===== src/rtl/seq_detect_sched.sv =====
// Shared, runtime-programmable serial pattern detector for NCH bit-serial channels.
// A round-robin arbiter feeds one channel per cycle into a single match engine backed by per-channel context.
module seq_detect_sched #(
    parameter int unsigned NCH   = 4,
    parameter int unsigned PAT_W = 8
) (
    input  logic                     clk,
    input  logic                     rst_n,
    input  logic [NCH-1:0]           in_valid,
    input  logic [NCH-1:0]           in_bit,
    output logic [NCH-1:0]           in_ready,
    input  logic                     cfg_we,
    input  logic [PAT_W-1:0]         cfg_pattern,
    input  logic [2:0]               cfg_len,
    input  logic                     cfg_overlap,
    output logic                     match_valid,
    output logic [$clog2(NCH)-1:0]   match_ch,
    output logic [15:0]              match_total
);

    localparam int unsigned CHW = $clog2(NCH);

    logic [CHW-1:0]   ptr_q;
    logic [PAT_W-1:0] hist_q [NCH];
    logic [3:0]       fill_q [NCH];
    logic [PAT_W-1:0] pat_q;
    logic [2:0]       len_q;
    logic             ovl_q;

    logic [NCH-1:0]   grant;
    logic [CHW-1:0]   gnt_idx;
    logic [CHW-1:0]   cand;
    logic             found;

    logic [3:0]       len_ext;
    logic [PAT_W-1:0] mask;
    logic [PAT_W-1:0] h_cur;
    logic [PAT_W-1:0] h_new;
    logic [3:0]       f_cur;
    logic [3:0]       f_new;
    logic             hit;

    // Round-robin: first requester at or after ptr_q, wrapping modulo NCH.
    always_comb begin
        grant   = '0;
        gnt_idx = '0;
        cand    = '0;
        found   = 1'b0;
        for (int i = 0; i < NCH; i++) begin
            cand = CHW'((int'(ptr_q) + i) % NCH);
            if (!found && in_valid[cand]) begin
                found         = 1'b1;
                grant[cand]   = 1'b1;
                gnt_idx       = cand;
            end
        end
        if (cfg_we || !rst_n) begin
            grant = '0;
            found = 1'b0;
        end
    end

    assign in_ready = grant;

    always_comb begin
        len_ext = {1'b0, len_q} + 4'd1;
        mask    = '0;
        for (int i = 0; i < PAT_W; i++) begin
            mask[i] = (i < int'(len_ext));
        end
        h_cur = hist_q[gnt_idx];
        f_cur = fill_q[gnt_idx];
        h_new = {h_cur[PAT_W-2:0], in_bit[gnt_idx]};
        f_new = (f_cur >= len_ext) ? len_ext : f_cur + 4'd1;
        hit   = found && (f_new == len_ext) && (((h_new ^ pat_q) & mask) == '0);
    end

    always_ff @(posedge clk) begin
        if (!rst_n) begin
            ptr_q       <= '0;
            pat_q       <= PAT_W'(8'b0000_1010);
            len_q       <= 3'd3;
            ovl_q       <= 1'b0;
            match_valid <= 1'b0;
            match_ch    <= '0;
            match_total <= '0;
            for (int c = 0; c < NCH; c++) begin
                hist_q[c] <= '0;
                fill_q[c] <= '0;
            end
        end else if (cfg_we) begin
            pat_q       <= cfg_pattern;
            len_q       <= cfg_len;
            ovl_q       <= cfg_overlap;
            match_valid <= 1'b0;
            match_total <= '0;
            for (int c = 0; c < NCH; c++) begin
                hist_q[c] <= '0;
                fill_q[c] <= '0;
            end
        end else begin
            match_valid <= hit;
            if (hit) begin
                match_ch <= gnt_idx;
                if (match_total != 16'hFFFF) begin
                    match_total <= match_total + 16'd1;
                end
            end
            if (found) begin
                ptr_q            <= (gnt_idx == CHW'(NCH - 1)) ? '0 : gnt_idx + CHW'(1);
                hist_q[gnt_idx]  <= h_new;
                // Non-overlapping mode restarts progress after a hit; history still shifts.
                fill_q[gnt_idx]  <= (hit && !ovl_q) ? 4'd0 : f_new;
            end
        end
    end

endmodule


===== config.mk =====
export PLATFORM = sky130hd
export DESIGN_NAME = seq_detect_sched
export DESIGN_NICKNAME = d
export VERILOG_FILES = /design/src/rtl/seq_detect_sched.sv
export SDC_FILE = /design/constraint.sdc
export NUM_CORES = 1
export LEC_CHECK = 0
export ABC_AREA = 1
export CAP_MARGIN = 20
export CORE_UTILIZATION = 55
export DETAILED_ROUTE_END_ITERATION = 8
export PLACE_DENSITY = 0.8
export SYNTH_ARGS = -nofsm -noshare
export SYNTH_HDL_FRONTEND = slang
export SYNTH_SLANG_ARGS = --single-unit

===== constraint.sdc =====
create_clock -name clk -period 15 [get_ports clk]
set_clock_uncertainty 0.2 [all_clocks]
set_input_delay 4.5 -clock clk [delete_from_list [all_inputs] [get_ports clk]]
set_output_delay 4.5 -clock clk [all_outputs]
set_load 0.05 [all_outputs]

; ---- Word level (Yosys, flattened, before mapping)
; Memories as Yosys holds them, arrays and structs flattened.
; Cells that the tools add are included.
[word_totals]
out_inout_bits = 23
mem_count = 2
ramBits = 48
register_bits = 33
in_bits = 23
elab_cells = 132
[mem_list]
columns = memory, depth, word_bits, rd, rd_clocked_by_memory_dff, wr, line
row1 = hist_q, 4, 8, 1, 0, 4, 24  ; logic [PAT_W-1:0] hist_q [NCH];
row2 = fill_q, 4, 4, 1, 0, 4, 25  ; logic [3:0] fill_q [NCH];
[classes]
n_lt_le_gt_ge = 18
eq_ne = 3
muxes = 57
addsub = 7
bitwise_logic = 15
n_reduce_logical = 23
[ops]
columns = cell, n
row1 = 4-bit two-way mux, 12
row2 = 8-bit two-way mux, 5
row3 = 1-bit two-way mux, 24
row4 = "16-bit by 1-bit adder with 16-bit output, second input constant", 1
row5 = "3-bit by 4-bit < comparator with 1-bit output, first input constant", 4
row6 = "16-bit inequality test, second input constant", 1
row7 = "2-bit by 3-bit < comparator with 1-bit output, second input constant", 5
row8 = 2-bit two-way mux, 7
row9 = 4-bit bitwise OR, 3
row10 = 1-bit binary-select mux with 2-bit select, 5
row11 = 1-bit logical AND, 10
row12 = 8-bit bitwise AND, 1
row13 = 1-bit demux with 2-bit select, 4
row14 = "2-bit by 1-bit >= comparator with 1-bit output, second input constant", 4
row15 = 8-bit zero test, 1
row16 = "1-bit by 4-bit < comparator with 1-bit output, first input constant", 2
row17 = "2-bit by 4-bit < comparator with 1-bit output, first input constant", 2
row18 = 1-bit bitwise OR, 8
row19 = 8-bit OR reduction, 1
row20 = 8-bit bitwise XOR, 1
row21 = 2-bit AND reduction, 3
row22 = 1-bit zero test, 5
row23 = "2-bit by 1-bit adder with 2-bit output, second input constant", 2
row24 = "2-bit adder, second input constant", 2
row25 = 9 further kinds, 10

; ---- Logic depth before layout (Yosys ltp)
[logic_depth]
ltp_word = 21
mapped_depth = 33
depth_no_buf = 32

; ---- Worst setup path before layout
; OpenSTA, ideal clock, no wires.
[synth_timing]
kind = input -> output
start = in in_valid[2]
end = out in_ready[1]
path_buffers = 0
arrival_time_ns = 5.623
slack_ns = 4.677
stages = 10
t_required_ns = 10.300
path_cell_list = nand2_1 > nand2_2 > nand2_2 > nand2_4 > nor2_8 > nand2_1 > o22ai_1 > a221o_1 > nand2_1 > inv_1
[synth_between]
elab_chain_cells = 13
elab_cells_between_ends = 25
classes_between = mux: 16 / bitwise: 3 / reduce/logical: 6
[synth_lines]
columns = element, line
row1 = from (decl), 9  ; input logic [NCH-1:0] in_valid,
row2 = 1-bit binary-select mux with 2-bit select, 51  ; if (!found && in_valid[cand]) begin
row3 = 1-bit two-way mux (not written as such), 51
row4 = 1-bit two-way mux, 51
row5 = 1-bit zero test, 51
row6 = 1-bit logical AND, 51
row7 = 1-bit two-way mux, 51
row8 = 1-bit zero test, 51
row9 = 1-bit logical AND, 51
row10 = 1-bit two-way mux, 51
row11 = 1-bit zero test, 51
row12 = 1-bit logical AND, 51
row13 = 4-bit two-way mux (*), 51
row14 = 4-bit two-way mux (*), 57  ; if (cfg_we || !rst_n) begin
row15 = to (decl), 11  ; output logic [NCH-1:0] in_ready,
; Mark *: on every way between the ends. The rest lies on a longest branch, timed or not. The select of a mux whose other input is x is not followed.

; ---- Final worst setup path
[layout_timing]
start = in in_valid[1]
end = out in_ready[0]
; The elaborated chain is that of the path after synthesis.

==> impl_metrics.tcl <==
set metrics [dict create \
    status "finished clean" \
    core_area_um2 8680 \
    final_nets 689 \
    drt-met1-wl_um 4800 \
    synthToLayoutAreaGrowth_pct 13.4 \
    rsz0062_at_grt "no" \
    cts_tree "built" \
    layout_min_cycle_time_ps 11530 \
    wire_per_inst_um 15.6 \
    gp_congestion 0.895 \
    tightest_slew_ps 804 \
    antenna_found_initial 0 \
    clockBufferDepth 2 \
    row_count 34 \
    via_per_inst 5.64 \
    drc_errors 0 \
    syn_inst 614 \
    layout_common_cells "nand2_1 (125), nor2_1 (74), nand3_1 (73)" \
    avgSynthCellArea_um2 7.99 \
    synth-seq-cells 77 \
    first_pass_iters 5 \
    reg2reg_slack_ps 8390 \
    max-slew-margin-rel 0.464 \
    fp.dieArea_um2 9300 \
    crit_arrival_ps 6830 \
    clk_latency_ps 360 \
    overflow 0 \
    synthesis.area_um2 4910 \
    antenna_left 0 \
    slew_viol_final 0 \
    wirelength_um 11900 \
    max-cap-violations 0 \
    path_clk_slew_ps 80 \
    wl_met3_um 601 \
    via_count 4289 \
    top_layer "met4" \
    final.setup.tns_ps 0 \
    cts-resized-gates 0 \
    critical_path_required_ps 10300 \
    synthesis.nets 655 \
    hold_violations 0 \
    critical_path_class "input pin to output port" \
    cts_made_buffers 9 \
    fill_cells 768 \
    worstSetupStartpointType "input pin" \
    grt_use_total 0.271 \
    power.leakage_nw 2.37 \
    die_w_um 96.4 \
    postPlaceCellArea_um2 5360 \
    fmax_mhz 86.8 \
    num_antenna_cells 0 \
    hp-class "register to register" \
    io_pins 46 \
    drive_gt1_frac 0.116 \
    p_per_area_nw_per_um2 219 \
    setup_viol 0 \
    dr.first_iter.drc_count 257 \
    cts_sinks 77 \
    design_area_um2 5560 \
    crit_fanout 5 \
    cts_setup_buffers 0 \
    hpwl_um 8200 \
    ys_seq_area_frac 0.404 \
    start_util 0.565 \
    grt_pass1_vias 4144 \
    die_h_um 96.4 \
    numPortBuffers 45 \
    ys_types 38 \
    total_power_w 0.00122 \
    cp-end-kind "output port" \
    layout_commonest_cell "nand2_1" \
    grt_pass1_wl_um 19000 \
    clock-root-buffer "clkbuf_8" \
    period_share 0.768 \
    peakVddDrop_v 0.000110 \
    cts-htree-levels 3 \
    hold_buffers 0 \
    wl_met2_um 6150 \
    grt_max_degree 28 \
    yosys_warnings 0 \
]
-- metrics by stage --
stage,cells,worst slack (ps),util,hold WS [ps]
after global routing,761,3360,0.641,307
after CTS,761,3480,0.641,285
after detailed placement,745,3480,0.617,273
after floorplan,614,4680,-,242
after global placement,745,3590,0.617,262
final,761,3470,0.641,290
-- critical path, stage by stage --
cell and delay, ps:
clkdlybuf4s50_1 450, inv_1 70, nand2_1 70, nand3_2 140, nand2_4 90, nor2_1 250
nand2_1 80, o21ai_0 90, a31oi_1 60, o21ai_0 110, nand2_1 70, inv_1 60
clkdlybuf4s50_1 790
-- layer usage --
metal / GRT usage / vias up
met4: 0.120 / 0
met5: 0 / -
met2: 0.491 / 140
li1: - / 2106
met1: 0.311 / 2020
met3: 0.0469 / 23
-- layout make-up --
type                            instances  area, um2  share of cell area
Clock buffer                           14        196              0.0353
Inverter                               69        264              0.0475
Clock inverter                          2       11.3             0.00202
Multi-Input combinational cell        445       2520               0.452
Timing Repair Buffer                   46        458              0.0823
Tap cell                              108        135              0.0243
Sequential cell                        77       1980               0.356
-- cell families after synthesis --
| kind of cell | count (synthesis) | synth area share |
|---|---|---|
| AO/OA/AOI/OAI | 60 | 0.0681 |
| XOR/XNOR | 13 | 0.0232 |
| adder cells (fa/ha/maj) | 18 | 0.0459 |
| buffers and inverters | 92 | 0.0831 |
| flip-flops | 77 | 0.404 |
| AND/OR/NAND/NOR | 354 | 0.376 |
-- synth_stat cells --
cell,number,share of area
inv_1,66,0.050
nor3_1,3,0.0031
nand3_2,9,0.018
a221o_1,2,0.0041
nand2_1,125,0.096
nand3_4,8,0.029
ha_1,18,0.046
o221ai_1,1,0.0018
nand2_2,22,0.028
buf_8,1,0.0031
inv_6,1,0.0018
nand3b_2,1,0.0023
edfxtp_1,44,0.27
a22oi_1,1,0.0015
nor2_8,3,0.012
o21ai_0,23,0.023
o21ai_1,1,0.0010
xnor2_1,6,0.011
dfxtp_1,33,0.13
nor2_2,4,0.0051
nand3_1,73,0.074
o22ai_1,2,0.0025
a31oi_1,1,0.0013
nand3b_1,4,0.0061
a21oi_1,27,0.028
buf_4,3,0.0046
buf_2,4,0.0041
nor2_4,1,0.0023
nor2_1,74,0.057
o21ai_4,1,0.0033
nand2_4,8,0.018
nand4_1,18,0.023
clkbuf_1,11,0.0084
nor3b_1,1,0.0015
buf_6,4,0.0092
a21boi_1,1,0.0015
xor2_1,7,0.012
inv_2,2,0.0015
-- final timing paths --
path                    from               to  cells past startpoint
max              in_valid[1]      in_ready[0]                     13
min          match_total[15]  match_total[15]                      2
max reg2reg         ptr_q[0]     fill_q[3][3]                     30
min reg2reg  match_total[15]  match_total[15]                      2
-- report_power, final --
group / total (W) / switching, W / internal, W
clock: 0.000163 / 0.0000774 / 0.0000855
combinational: 0.000774 / 0.000548 / 0.000226
sequential: 0.000282 / 0.0000161 / 0.000266
-- sequential cells by signal, indices dropped and copies added, names as in the netlist --
register / count
hist_q: 28
fill_q: 16
match_total: 16
pat_q: 8
len_q: 3
match_ch: 2
ptr_q: 2
match_valid: 1
ovl_q: 1
No activity file was read; power rests on OpenSTA's default activity.
